<file path="src/rtl/if_fetch.sv">
// Instruction fetch stage: assembles 32-bit words from a byte-wide,
// shared memory port and presents them to the IF/ID register.
module if_fetch #(
    parameter logic [16:0] RESET_PC = 17'h00000
) (
    input  logic        clk,
    input  logic        rst,
    input  logic        rdy,
    input  logic        hold,
    input  logic        redirect,
    input  logic [16:0] redirect_pc,
    input  logic        mem_grant,
    input  logic [7:0]  mem_din,
    output logic        mem_req,
    output logic [16:0] mem_addr,
    output logic        if_valid,
    output logic [16:0] if_pc,
    output logic [31:0] if_inst,
    output logic        fetch_busy
);

    typedef enum logic {
        FETCH = 1'b0,
        HOLD  = 1'b1
    } state_t;

    state_t      state;
    state_t      state_n;
    logic [16:0] pc;
    logic [16:0] pc_n;
    logic [2:0]  icnt;
    logic [2:0]  icnt_n;
    logic [1:0]  bcnt;
    logic [1:0]  bcnt_n;
    logic        pend;
    logic        pend_n;
    logic [31:0] word_q;
    logic [31:0] word_n;
    logic        valid_n;
    logic [16:0] ipc_n;
    logic [31:0] inst_n;
    logic        issue;

    // Byte requests go out only while fetching with bytes left to issue;
    // reset and a global stall both silence the port.
    always_comb begin
        mem_req    = rst & rdy & (state == FETCH) & (icnt < 3'd4);
        mem_addr   = pc + {14'b0, icnt};
        issue      = mem_req & mem_grant;
        fetch_busy = rst & (state == FETCH);
    end

    // Next-state logic: byte capture, word hand-off and redirect, with
    // redirect applied last so it overrides a same-cycle hand-off.
    always_comb begin
        state_n = state;
        pc_n    = pc;
        icnt_n  = icnt;
        bcnt_n  = bcnt;
        pend_n  = pend;
        word_n  = word_q;
        valid_n = if_valid;
        ipc_n   = if_pc;
        inst_n  = if_inst;
        if (rdy) begin
            pend_n = issue;
            if (issue) begin
                icnt_n = icnt + 3'd1;
            end
            if (pend) begin
                word_n[{bcnt, 3'b000} +: 8] = mem_din;
                bcnt_n = bcnt + 2'd1;
                if (bcnt == 2'd3) begin
                    state_n = HOLD;
                    valid_n = 1'b1;
                    inst_n  = {mem_din, word_q[23:0]};
                    ipc_n   = pc;
                end
            end
            if (state == HOLD && !hold) begin
                pc_n    = pc + 17'd4;
                icnt_n  = 3'd0;
                bcnt_n  = 2'd0;
                state_n = FETCH;
                valid_n = 1'b0;
                inst_n  = 32'h0;
            end
            if (redirect) begin
                pc_n    = redirect_pc & ~17'h1;
                icnt_n  = 3'd0;
                bcnt_n  = 2'd0;
                pend_n  = 1'b0;
                state_n = FETCH;
                valid_n = 1'b0;
                inst_n  = 32'h0;
            end
        end
    end

    // State register; reset discards any partially assembled word.
    always_ff @(posedge clk) begin
        if (!rst) begin
            state    <= FETCH;
            pc       <= RESET_PC;
            icnt     <= 3'd0;
            bcnt     <= 2'd0;
            pend     <= 1'b0;
            word_q   <= 32'h0;
            if_valid <= 1'b0;
            if_pc    <= 17'h0;
            if_inst  <= 32'h0;
        end else begin
            state    <= state_n;
            pc       <= pc_n;
            icnt     <= icnt_n;
            bcnt     <= bcnt_n;
            pend     <= pend_n;
            word_q   <= word_n;
            if_valid <= valid_n;
            if_pc    <= ipc_n;
            if_inst  <= inst_n;
        end
    end

endmodule

</file>
<file path="config.mk">
export PLATFORM = sky130hd
export DESIGN_NAME = if_fetch
export DESIGN_NICKNAME = d
export VERILOG_FILES = /design/src/rtl/if_fetch.sv
export SDC_FILE = /design/constraint.sdc
export NUM_CORES = 1
export LEC_CHECK = 0
export CAP_MARGIN = 20
export CORE_ASPECT_RATIO = 0.5
export CORE_MARGIN = 5
export CORE_UTILIZATION = 40
export CTS_CLUSTER_SIZE = 30
export DETAILED_ROUTE_END_ITERATION = 10
export PLACE_DENSITY = 0.66
export SLEW_MARGIN = 10
export SYNTH_ARGS = -nofsm -noshare
export SYNTH_HDL_FRONTEND = slang
export SYNTH_SLANG_ARGS = --single-unit
</file>
<file path="constraint.sdc">
create_clock -name clk -period 2.5 [get_ports clk]
set_input_delay 0.375 -clock clk [delete_from_list [all_inputs] [get_ports clk]]
set_output_delay 0.375 -clock clk [all_outputs]
set_load 0.1 [all_outputs]
</file>
==> results by group <==
Global routing
  • Largest net degree at the start of global routing: 73
  • Initial antenna violation count: 0
  • Vias in the first global route: around 3.7k
  • Grt ovf: 0
  • First-pass GRT wire length: ~19000 um
  • GRT Total Usage: 18.09%

Hold path
  • Worst Hold Class: flip-flop to flip-flop

Clock network
  • CTS tree: built
  • H-tree levels: 3
  • Clock Path Buffers: 2
  • Worst-Skew Late Latency: 350 ps
  • CTS root buf: clkbuf_16
  • CTS buffer count: 9
  • Clk sinks: 95
  • Clock transition at the registers of the reported paths: roughly 70 ps
  • Cts hold-fix bufs: 0

Critical path
  • Worst setup EP type: output pin
  • Setup CP Type: flip-flop to output pin
  • Worst endpoint required time: 2120 ps
  • R2r startpoint: pc[2]
  • Reg2Reg Capture Point: pc[16]
  • Reg-to-reg setup timing slack: ~560 ps
  • CP max stage delay: 350 ps
  • Max Fanout on Critical Path: 4
  • Slowest stage cell, crit path: dfxtp_2
  • Worst setup path endpoint: mem_addr[8]
  • CP Launch Type: flip-flop
  • R2r worst-path depth: 6
  • Crit path launch: icnt[2]
  • Worst path cell trace: ha_4 -> a21o_1 -> and4_1 -> and3_1 -> xor2_2 -> buf_12
  • Crit path DAT: 2030 ps

STA
  • Tcrit/Tclk final: 96.30%
  • Final worst slack: ~93 ps
  • Final hold violation count: 0
  • Final Skew: a little over 10 ps
  • Slew Limit Fails: 0
  • Setup TNS: 0 ps
  • Hold Slack: approximately 460 ps
  • Final setup vio count: 0
  • Fmax: 415.4 MHz
  • Tmin final: 2407 ps
  • RSZ-0062 raised after global routing: yes

Placement
  • Placer Congestion: around 0.80
  • Port Buffer Count: just under 100
  • HPWL after detailed placement: 7999 um
  • Setup Slack @ Placement: 332.1 ps
  • DP Area: about 5500 um^2
  • Placed insts: approximately 700

Pwr
  • Peak supply drop: slightly below 0.4 mV
  • Leak: 2.303 nW
  • Tot Pwr: approximately 3.3 mW
  • Total power density per cell area: 561.6 nW/um^2

Floorplanning
  • Die Width: 155.7 um
  • Site Rows: 26
  • DIE AREA: 12900 um^2
  • Core Box Area: 10280 um^2
  • Vert. Die Dim: 82.85 um
  • Io pins: 100
  • Starting Density: 41.30%

Finish
  • Net count, final: 618
  • Area Overhead vs Synth: 37.93%
  • Cell Count, Final, Fillers Out: 722
  • Area occupied by multi-input gates: 2221 um^2
  • Final Instance Area: just under 6000 um^2
  • Ratio of cells with drive above 1 in the final layout: 24.91%
  • Storage element area: approximately 1900 um^2
  • Post-layout util: between 50% and 60%
  • Fillers: 921
  • Antenna fix cells: 0

Synthesis
  • Share of flip-flops with an asynchronous set or reset: 0%
  • Yosys top cell by area: dfxtp_1
  • FF+latch count, synth: 95
  • Synth area leaders: dfxtp_1, a32oi_1, nor2_1
  • Syn nets: 530
  • Number of enable flip-flop cells after synthesis: 0
  • Synthesized area: around 4200 um^2
  • Post-synth top area share: 44.80%
  • Synthesized instance count: slightly below 500
  • Yosys warns: 0
  • Mean Syn Cell Area: 8.682 um^2
  • Sequential fraction of the synthesis area: 44.80%
  • Top_reg_cell synth: dfxtp_1
  • Synth unique cells: 58

Outcome
  • Status: finished, final reports clean

Detailed routing
  • DRT antenna net count: 0
  • Iter 0 DRT Violations: 251
  • DR WL/cell: 16.17 um
  • Drt total wl: 11680 um
  • Drt pass-1 iters: 5
  • Drt drc: 0
  • DR vias/cell: between 5 and 6
  • Total number of vias: 3886

Job
  • Max cap viols: 0
## layout by cell type, fill, tap and decap left out, drive strengths merged, types with 3 or more instances in the layout
cell type / Yosys / layout
a32oi: 33 / 33
and3: 5 / 5
nand4: 3 / 3
nor2: 77 / 77
nor3: 3 / 3
clkinv: 1 / 4
ha: 10 / 10
inv: 7 / 10
and4: 4 / 4
o21ai: 9 / 9
a22o: 3 / 3
xor2: 9 / 9
dfxtp: 95 / 95
a21oi: 26 / 26
nand2: 57 / 57
a31oi: 10 / 10
buf: 23 / 95
clkbuf: 24 / 9
nor4b: 3 / 3
xnor2: 7 / 7
clkdlybuf4s50: 0 / 29
nand3: 11 / 11
and2: 5 / 5
o211ai: 4 / 4
a22oi: 27 / 27
## cells in the mapped netlist (3+ instances only)
library cell	n
and4_1	3
clkbuf_1	23
and2_1	4
a22oi_1	27
nand3_2	3
inv_1	7
nor4b_2	3
ha_1	10
nand3_1	7
buf_2	15
dfxtp_1	95
a21oi_1	26
xor2_1	9
buf_4	4
a22o_1	3
a31oi_1	10
a32oi_1	33
nand2_1	57
buf_1	3
xnor2_1	7
o211ai_1	4
nor2_1	77
o21ai_0	8
and3_1	5
nand4_1	3
## where the power goes
part	leakage (nW)	switching [mW]	internal (mW)	total, mW
sequential	0.769	0.0217	1.53	1.55
clock	0.142	0.633	0.698	1.33
combinational	1.39	0.254	0.154	0.407
## worst max-delay path: cells and delay by family, from the launching register on
family	cells	cell delay (ps)
buffers and inverters	1	200
XOR/XNOR	1	210
flip-flops	1	350
AO/OA/AOI/OAI	1	190
AND/OR/NAND/NOR	2	450
adder cells (fa/ha/maj)	1	290
## timing repair
item                       CTS  global route
buffers inserted             1             1
setup endpoints to repair    6             2
gates resized for setup      6             3
hold endpoints to repair     0             0
pin swaps                    4             3
## cell type report
class | count | share of cell area (%)
Clock buffer | 9 | 3.846
Clock inverter | 7 | 1.175
Inverter | 8 | 0.5128
Multi-Input combinational cell | 339 | 37.93
Sequential cell | 95 | 32.56
Tap cell | 140 | 2.991
Timing Repair Buffer | 124 | 20.98
## flip-flops by register name, summed over array words and instances (netlist names)
name and count:
pc 16, if_pc 16, icnt 3, bcnt 2
word_q 24, pend 1, state 1, if_inst 32
## logic make-up after synthesis
kind of cell	share of synthesized area, %
buf+inv	5.865
xor+xnor	3.301
compound gates	22.37
simple gates	20.16
flops	44.80
other cells	0.08833
fa+ha+maj	2.947
mux	0.4716
## layer usage
layer  global-route usage (%)  part of all wire, %  up-vias
met5                        0                    0        -
met4                    5.401                  1.1        0
met3                    4.206                  5.7       10
met2                    28.51                   47       99
met1                    24.75                   46     1846
li1                         -                    -     1931
## how the worst min path moves through the flow
stage / start / endpoint / slack [ps] / cells after the start
3_3_place_gp: if_pc[14] / if_pc[14] / 440 / 2
3_5_place_dp: if_pc[9] / if_pc[9] / 450 / 2
6_report: if_pc[12] / if_pc[12] / 460 / 2
2_1_floorplan: word_q[0] / if_inst[0] / 450 / 2
4_1_cts: if_pc[9] / if_pc[9] / 460 / 2
5_1_grt: if_pc[2] / if_pc[2] / 480 / 2
Note: power is estimated with default switching activity, not from simulation.
